===== src/rtl/ras_ckpt_restore_pkg.sv =====
// Shared sizes, FSM encoding and the checkpoint image layout for the return-stack restore path.
package ras_ckpt_restore_pkg;
  localparam int STACKPTRW  = 4;
  localparam int STACKWIDE  = 32;
  localparam int RECURCOUNT = 7;
  localparam int LW         = STACKWIDE + RECURCOUNT;
  localparam int LINES      = 15;
  localparam int CKPTNUM    = 4;
  localparam int CKPTW      = 2;
  localparam int IDXW       = 4;

  typedef logic [CKPTW-1:0] slot_t;
  typedef logic [CKPTW:0]   cnt_t;
  typedef logic [IDXW-1:0]  idx_t;

  localparam cnt_t FULL_CNT = cnt_t'(CKPTNUM);
  localparam idx_t LAST_IDX = idx_t'(LINES - 1);

  typedef enum logic [1:0] {
    IDLE   = 2'd0,
    STREAM = 2'd1,
    DONE   = 2'd2
  } rs_state_e;

  typedef struct packed {
    logic [STACKPTRW-1:0] ptr;
    logic [LINES*LW-1:0]  lines;
  } ckpt_t;
endpackage


===== src/rtl/ras_ckpt_ram.sv =====
// Checkpoint image store: one write port, one combinational read port, contents not reset.
module ras_ckpt_ram
  import ras_ckpt_restore_pkg::*;
(
  input  logic  Clk,
  input  logic  we,
  input  slot_t waddr,
  input  ckpt_t wdata,
  input  slot_t raddr,
  output ckpt_t rdata
);
  ckpt_t mem [CKPTNUM];

  always_ff @(posedge Clk) begin
    if (we) mem[waddr] <= wdata;
  end

  assign rdata = mem[raddr];
endmodule


===== src/rtl/ras_ckpt_restore.sv =====
// Circular checkpoint buffer of return-stack images; streams a selected image back on redirect.
module ras_ckpt_restore
  import ras_ckpt_restore_pkg::*;
(
  input  logic                  Clk,
  input  logic                  Rest,
  input  logic                  SNAPVALID,
  input  logic [STACKPTRW-1:0]  SNAPPTR,
  input  logic [LINES*LW-1:0]   SNAPLINES,
  output logic [CKPTW-1:0]      SNAPID,
  output logic                  CKPTFULL,
  input  logic                  COMMIT,
  input  logic                  RESTORE,
  input  logic [CKPTW-1:0]      RESTOREID,
  output logic                  RESTVALID,
  input  logic                  RESTREADY,
  output logic [3:0]            RESTIDX,
  output logic [LW-1:0]         RESTLINE,
  output logic                  RESTDONE,
  output logic [STACKPTRW-1:0]  RESTPTR,
  output logic                  RESTERR,
  output logic                  OVERFLOW
);
  rs_state_e state_q, state_d;
  slot_t     wr_ptr_q, wr_ptr_d, rd_ptr_q, rd_ptr_d, sel_q, sel_d, rel;
  cnt_t      count_q, count_d, base_cnt;
  idx_t      idx_q, idx_d;
  logic      err_q, err_d, ovf_q, ovf_d;
  logic      restore_ok, protect, commit_ok, cap_try, cap_ok;
  ckpt_t     wr_img, rd_img;
  logic [LW-1:0] line_sel;

  always_comb begin
    rel        = RESTOREID - rd_ptr_q;
    restore_ok = RESTORE && (count_q != '0) && ({1'b0, rel} < count_q);
    base_cnt   = restore_ok ? ({1'b0, rel} + cnt_t'(1)) : count_q;
    // The slot being restored must survive a COMMIT until the stack has it back.
    protect    = restore_ok ? (rd_ptr_q == RESTOREID)
                            : ((state_q != IDLE) && (rd_ptr_q == sel_q));
    commit_ok  = COMMIT && (base_cnt != '0) && !protect;
    cap_try    = SNAPVALID && (state_q == IDLE) && !restore_ok;
    // A same-cycle COMMIT frees the oldest slot, so a full buffer can still accept.
    cap_ok     = cap_try && ((count_q != FULL_CNT) || commit_ok);

    wr_ptr_d = restore_ok ? (RESTOREID + slot_t'(1)) : (wr_ptr_q + slot_t'(cap_ok));
    rd_ptr_d = rd_ptr_q + slot_t'(commit_ok);
    count_d  = base_cnt + cnt_t'(cap_ok) - cnt_t'(commit_ok);
    err_d    = RESTORE && !restore_ok;
    ovf_d    = ovf_q || (cap_try && !cap_ok);

    state_d = state_q;
    sel_d   = sel_q;
    idx_d   = idx_q;
    if (restore_ok) begin
      state_d = STREAM;
      sel_d   = RESTOREID;
      idx_d   = '0;
    end else begin
      case (state_q)
        STREAM: if (RESTREADY) begin
          if (idx_q == LAST_IDX) state_d = DONE;
          else                   idx_d   = idx_q + idx_t'(1);
        end
        DONE:    state_d = IDLE;
        default: state_d = state_q;
      endcase
    end
  end

  always_ff @(posedge Clk or negedge Rest) begin
    if (!Rest) begin
      state_q  <= IDLE;
      wr_ptr_q <= '0;
      rd_ptr_q <= '0;
      sel_q    <= '0;
      count_q  <= '0;
      idx_q    <= '0;
      err_q    <= 1'b0;
      ovf_q    <= 1'b0;
    end else begin
      state_q  <= state_d;
      wr_ptr_q <= wr_ptr_d;
      rd_ptr_q <= rd_ptr_d;
      sel_q    <= sel_d;
      count_q  <= count_d;
      idx_q    <= idx_d;
      err_q    <= err_d;
      ovf_q    <= ovf_d;
    end
  end

  assign wr_img = ckpt_t'{SNAPPTR, SNAPLINES};

  ras_ckpt_ram u_ram (
    .Clk   (Clk),
    .we    (cap_ok),
    .waddr (wr_ptr_q),
    .wdata (wr_img),
    .raddr (sel_q),
    .rdata (rd_img)
  );

  always_comb begin
    line_sel = '0;
    for (int k = 0; k < LINES; k++) begin
      if (idx_q == idx_t'(k)) line_sel = rd_img.lines[k*LW +: LW];
    end
  end

  assign SNAPID    = wr_ptr_q;
  assign CKPTFULL  = (count_q == FULL_CNT);
  assign RESTVALID = (state_q == STREAM);
  assign RESTIDX   = idx_q;
  assign RESTLINE  = RESTVALID ? line_sel : '0;
  assign RESTDONE  = (state_q == DONE);
  assign RESTPTR   = RESTDONE ? rd_img.ptr : '0;
  assign RESTERR   = err_q;
  assign OVERFLOW  = ovf_q;
endmodule


===== config.mk =====
export PLATFORM = sky130hd
export DESIGN_NAME = ras_ckpt_restore
export DESIGN_NICKNAME = d
export VERILOG_FILES = /design/src/rtl/ras_ckpt_restore_pkg.sv /design/src/rtl/ras_ckpt_ram.sv /design/src/rtl/ras_ckpt_restore.sv
export SDC_FILE = /design/constraint.sdc
export NUM_CORES = 2
export LEC_CHECK = 0
export CAP_MARGIN = 5
export CORE_MARGIN = 2
export CORE_UTILIZATION = 40
export CTS_BUF_LIST = sky130_fd_sc_hd__clkbuf_16
export DETAILED_ROUTE_END_ITERATION = 6
export GPL_TIMING_DRIVEN = 0
export SYNTH_ARGS = -nofsm -noshare
export SYNTH_HDL_FRONTEND = slang
export SYNTH_SLANG_ARGS = --single-unit

===== constraint.sdc =====
create_clock -name Clk -period 147.7 [get_ports Clk]
set_input_delay 29.54 -clock Clk [delete_from_list [all_inputs] [get_ports Clk]]
set_output_delay 29.54 -clock Clk [all_outputs]
set_load 0.005 [all_outputs]

==> summary.md <==
| Metric | Value |
|---|---|
| CTS tree | done |
| Most common cell after layout, fill and taps aside | edfxtp_1 |
| Worst slew pin tran | 1.63 ns |
| Clock buffer count from CTS | 239 |
| R2R Path End | u_ram.mem[1][265]$_DFFE_PP_ |
| Vias in the first global route | 49600 |
| Initial antenna violation count | 203 |
| Start point of the worst min-delay path | OVERFLOW$_DFF_PN0_ |
| Peak VDD IR | approximately 0.000013 V |
| WL/cell | 33.0 µm |
| Final Skew | 0.0560 ns |
| CP arrival | 6.35 ns |
| Relative slew slack | -0.0862 |
| Die Width | around 480 µm |
| Register area | 0.0712 mm² |
| Nets@finish | 6010 |
| Leakage | 36.6 nW |
| DR pass1 iterations | 6 |
| Area Growth Syn to Fin | 23.6% |
| WL met1 | approximately 110000 µm |
| Largest net degree at the start of global routing | 20 |
| Final Cycle Share | 0.243 |
| Critical Path Max Stage Delay | 0.93 ns |
| Hold-fix buffers, CTS | 0 |
| Clock tree sinks | 2373 |
| Die H | about 480 µm |
| Filler Cells Inserted | 18400 |
| Post-layout min period | 35.89 ns |
| Root Buffer | clkbuf_16 |
| Max Clock Freq | roughly 0.028 GHz |
| Flops & latches, synth | around 2400 |
| # rows | 175 |
| DR WL met3 | 26400 µm |
| Critical Path Start | RESTIDX[0]$_DFFE_PN0P_ |
| Flop pwr share | 0.403 |
| Switching pwr | 0.000609 W |
| Post-synth EDFFs | 2356 |
| Sw frac | 0.308 |
| Max Used Layer | met5 |
| Final Hold Viols | 0 |
| DRC viols | 0 |
| Vias | 49500 |
| Seq/Total Area, Yosys | 0.780 |
| Critical path cell sequence | inv_1 -> ha_1 -> buf_2 -> nor4b_2 -> clkbuf_1 -> a22oi_1 -> and3_1 -> nor3_1 -> o211ai_1 -> a21oi_1 -> clkdlybuf4s50_1 |
| Clock latency on the worst-skew pair | approximately 0.94 ns |
| Pins Over Slew Limit | 3 |
| I/O pin count | 651 |
| Cell count after synthesis | between 4000 and 5000 |
| Post-synthesis async set-or-reset flop share | 0.00716 |
| RSZ-0062 raised after global routing | false |
| PwrDens | 17.5 mW/mm² |
| Post_cts resized | 0 |
| # H-tree levels | 4 |
| Max Root-Sink Buffers | 3 |
| Combinational power share | 0.294 |
| Worst reg2reg path depth | 23 |
| Multi-input combinational cell area | 0.0185 mm² |
| Placeable core area | 0.227 mm² |
| Failing checks | max-slew violations |
| Ys Warns | 0 |
| Met2 wire len | 137000 µm |
| Core Util, Final | 0.497 |
| Initial core utilization | 0.402 |
| DR vias/cell | 5.70 |
| Worst path slowest cell | nor4b_2 |
| Reg2reg setup slack | between 100 and 150 ns |
| Layout cells sized above 1 | 0.275 |
| Hold slack | ~0.55 ns |
| Synth Cell Area | between 0.09 and 0.1 mm² |
| Power share of the clock group | 0.303 |
| HPWL Detailed | between 200000 and 250000 µm |
| Syn nets | approximately 4600 |
| Die Footprint | 0.232 mm² |
| Distinct cells, synth | 72 |
| Remaining antenna violation count | 0 |
| Final TNS setup | 0 ns |
| Worst Hold Class | flop to flop |
| Outcome | finished with violations |
| Initial drt markers | about 5700 |
| Setup crit end kind | output pin |
| Required @ worst endpoint | 118.16 ns |
| Port Buffer Count | 650 |
| # setup viols final | 0 |
| Gpl congestion | about 0.83 |
| Power Internal | ~0.0014 W |
| GRT Total Usage | 0.244 |
| CP startpoint kind | flop |
| Reg clk slew, reported paths | around 0.06 ns |
| Critical path fanouts, max | 10 |
| Maximum Capacitance Violations | 0 |
| Most frequent cells in the layout | 2356 x edfxtp_1, 650 x clkdlybuf4s50_1, 570 x mux4_2, 350 x buf_4, 240 x clkbuf_16 |
| WS Path Type | flop to output pin |
| R2R Path Start | rd_ptr_q[0]$_DFF_PN0_ |
| Global-route wire length before repair | 390000 µm |
| Drt total wl | 286000 µm |
| CP Capture Point | RESTLINE[13] |
| Post-CTS Setup Inserts | 0 |
| Synthesized area per cell | 22.6 µm² |
| Ys flop type | edfxtp_1 |
| Global route overflow | 0 |
-- kinds of logic after synthesis --
| family | synth area share |
|---|---|
| AO/OA/AOI/OAI | 0.0385 |
| XOR/XNOR | 0.00115 |
| adder cells (fa/ha/maj) | 0.00200 |
| buffers and inverters | 0.0175 |
| flip-flops | 0.780 |
| multiplexers | 0.146 |
| AND/OR/NAND/NOR | 0.0147 |
-- routing by layer --
layer | global-route usage | vias up
li1 | - | 20200
met1 | 0.320 | 26200
met2 | 0.384 | 2286
met3 | 0.0686 | 602
met4 | 0.101 | 144
met5 | 0 | -
-- Yosys cell counts, drive strengths merged (5+ instances only) --
cell	count	share of area
a32oi	23	0.0022
inv	15	0.00062
a2111oi	5	0.00049
xor2	6	0.00058
nor3b	5	0.00058
xnor2	6	0.00058
nor3	17	0.00093
ha	13	0.0018
o22ai	53	0.0036
nor2	38	0.0016
a22o	11	0.0011
nand2	100	0.0041
edfxtp	2356	0.77
o21a	23	0.0019
nand2b	10	0.00069
a221oi	51	0.0049
dfrtp	17	0.0047
o21ai	145	0.0080
and2	6	0.00041
o221ai	15	0.0014
mux4	589	0.15
a41oi	19	0.0018
nand3	49	0.0027
a221o	6	0.00066
o211ai	31	0.0025
a21oi	57	0.0032
and3	10	0.00069
and3b	7	0.00067
a22oi	35	0.0029
nand3b	9	0.00074
clkbuf	104	0.0043
a211o	6	0.00058
buf	136	0.013
a31oi	14	0.00096
-- worst min path at each step --
stage	endpoint	cells after the start
finish	OVERFLOW$_DFF_PN0_	1
global route	OVERFLOW$_DFF_PN0_	1
CTS	OVERFLOW$_DFF_PN0_	1
floorplan	OVERFLOW$_DFF_PN0_	1
detailed placement	OVERFLOW$_DFF_PN0_	1
global placement	OVERFLOW$_DFF_PN0_	1
-- final cells by class --
| cell class | count | share of cell area |
|---|---|---|
| Timing Repair Buffer | 1126 | 0.0866 |
| Sequential cell | 2373 | 0.631 |
| Antenna cell | 65 | 0.00144 |
| Multi-Input combinational cell | 1404 | 0.164 |
| Buffer | 240 | 0.0137 |
| Tap cell | 3009 | 0.0334 |
| Clock buffer | 240 | 0.0532 |
| Inverter | 15 | 0.000499 |
| Clock inverter | 200 | 0.0160 |
-- critical path, delay by kind of cell, from the launching register on --
kind	cells	cell delay (ns)
AND/OR/NAND/NOR	3	1.87
buffers and inverters	4	1.69
AO/OA/AOI/OAI	3	1.23
flip-flops	1	0.43
adder cells (fa/ha/maj)	1	0.20
-- metrics by stage --
| stage | setup WS [ns] | std cells | cell area (µm²) | power, W |
|---|---|---|---|---|
| global route | 111.58 | 8651 | 113000 | 0.00204 |
| finish | 111.81 | 8672 | 113000 | 0.00198 |
| floorplan | 21.70 | 4032 | 91300 | 0.00129 |
| global placement | -64.42 | 7691 | 102000 | 0.00169 |
| detailed placement | 111.78 | 8167 | 105000 | 0.00140 |
| CTS | 111.71 | 8607 | 113000 | 0.00200 |
-- power groups by stage --
| stage | sequential [W] | clock, W | combinational, W |
|---|---|---|---|
| floorplan | 0.000966 | 0 | 0.000321 |
| global placement | 0.00112 | 0 | 0.000571 |
| detailed placement | 0.000812 | 0 | 0.000589 |
| CTS | 0.000798 | 0.000608 | 0.000591 |
| global route | 0.000801 | 0.000634 | 0.000607 |
| finish | 0.000798 | 0.000599 | 0.000581 |
-- state kept, by name, indices dropped and copies added (netlist names) --
| register | flops |
|---|---|
| u_ram.mem | 2356 |
| RESTIDX | 4 |
| count_q | 3 |
| SNAPID | 2 |
| rd_ptr_q | 2 |
| sel_q | 2 |
| state_q | 2 |
| OVERFLOW | 1 |
| RESTERR | 1 |
Power figures use the tool's default switching activity.
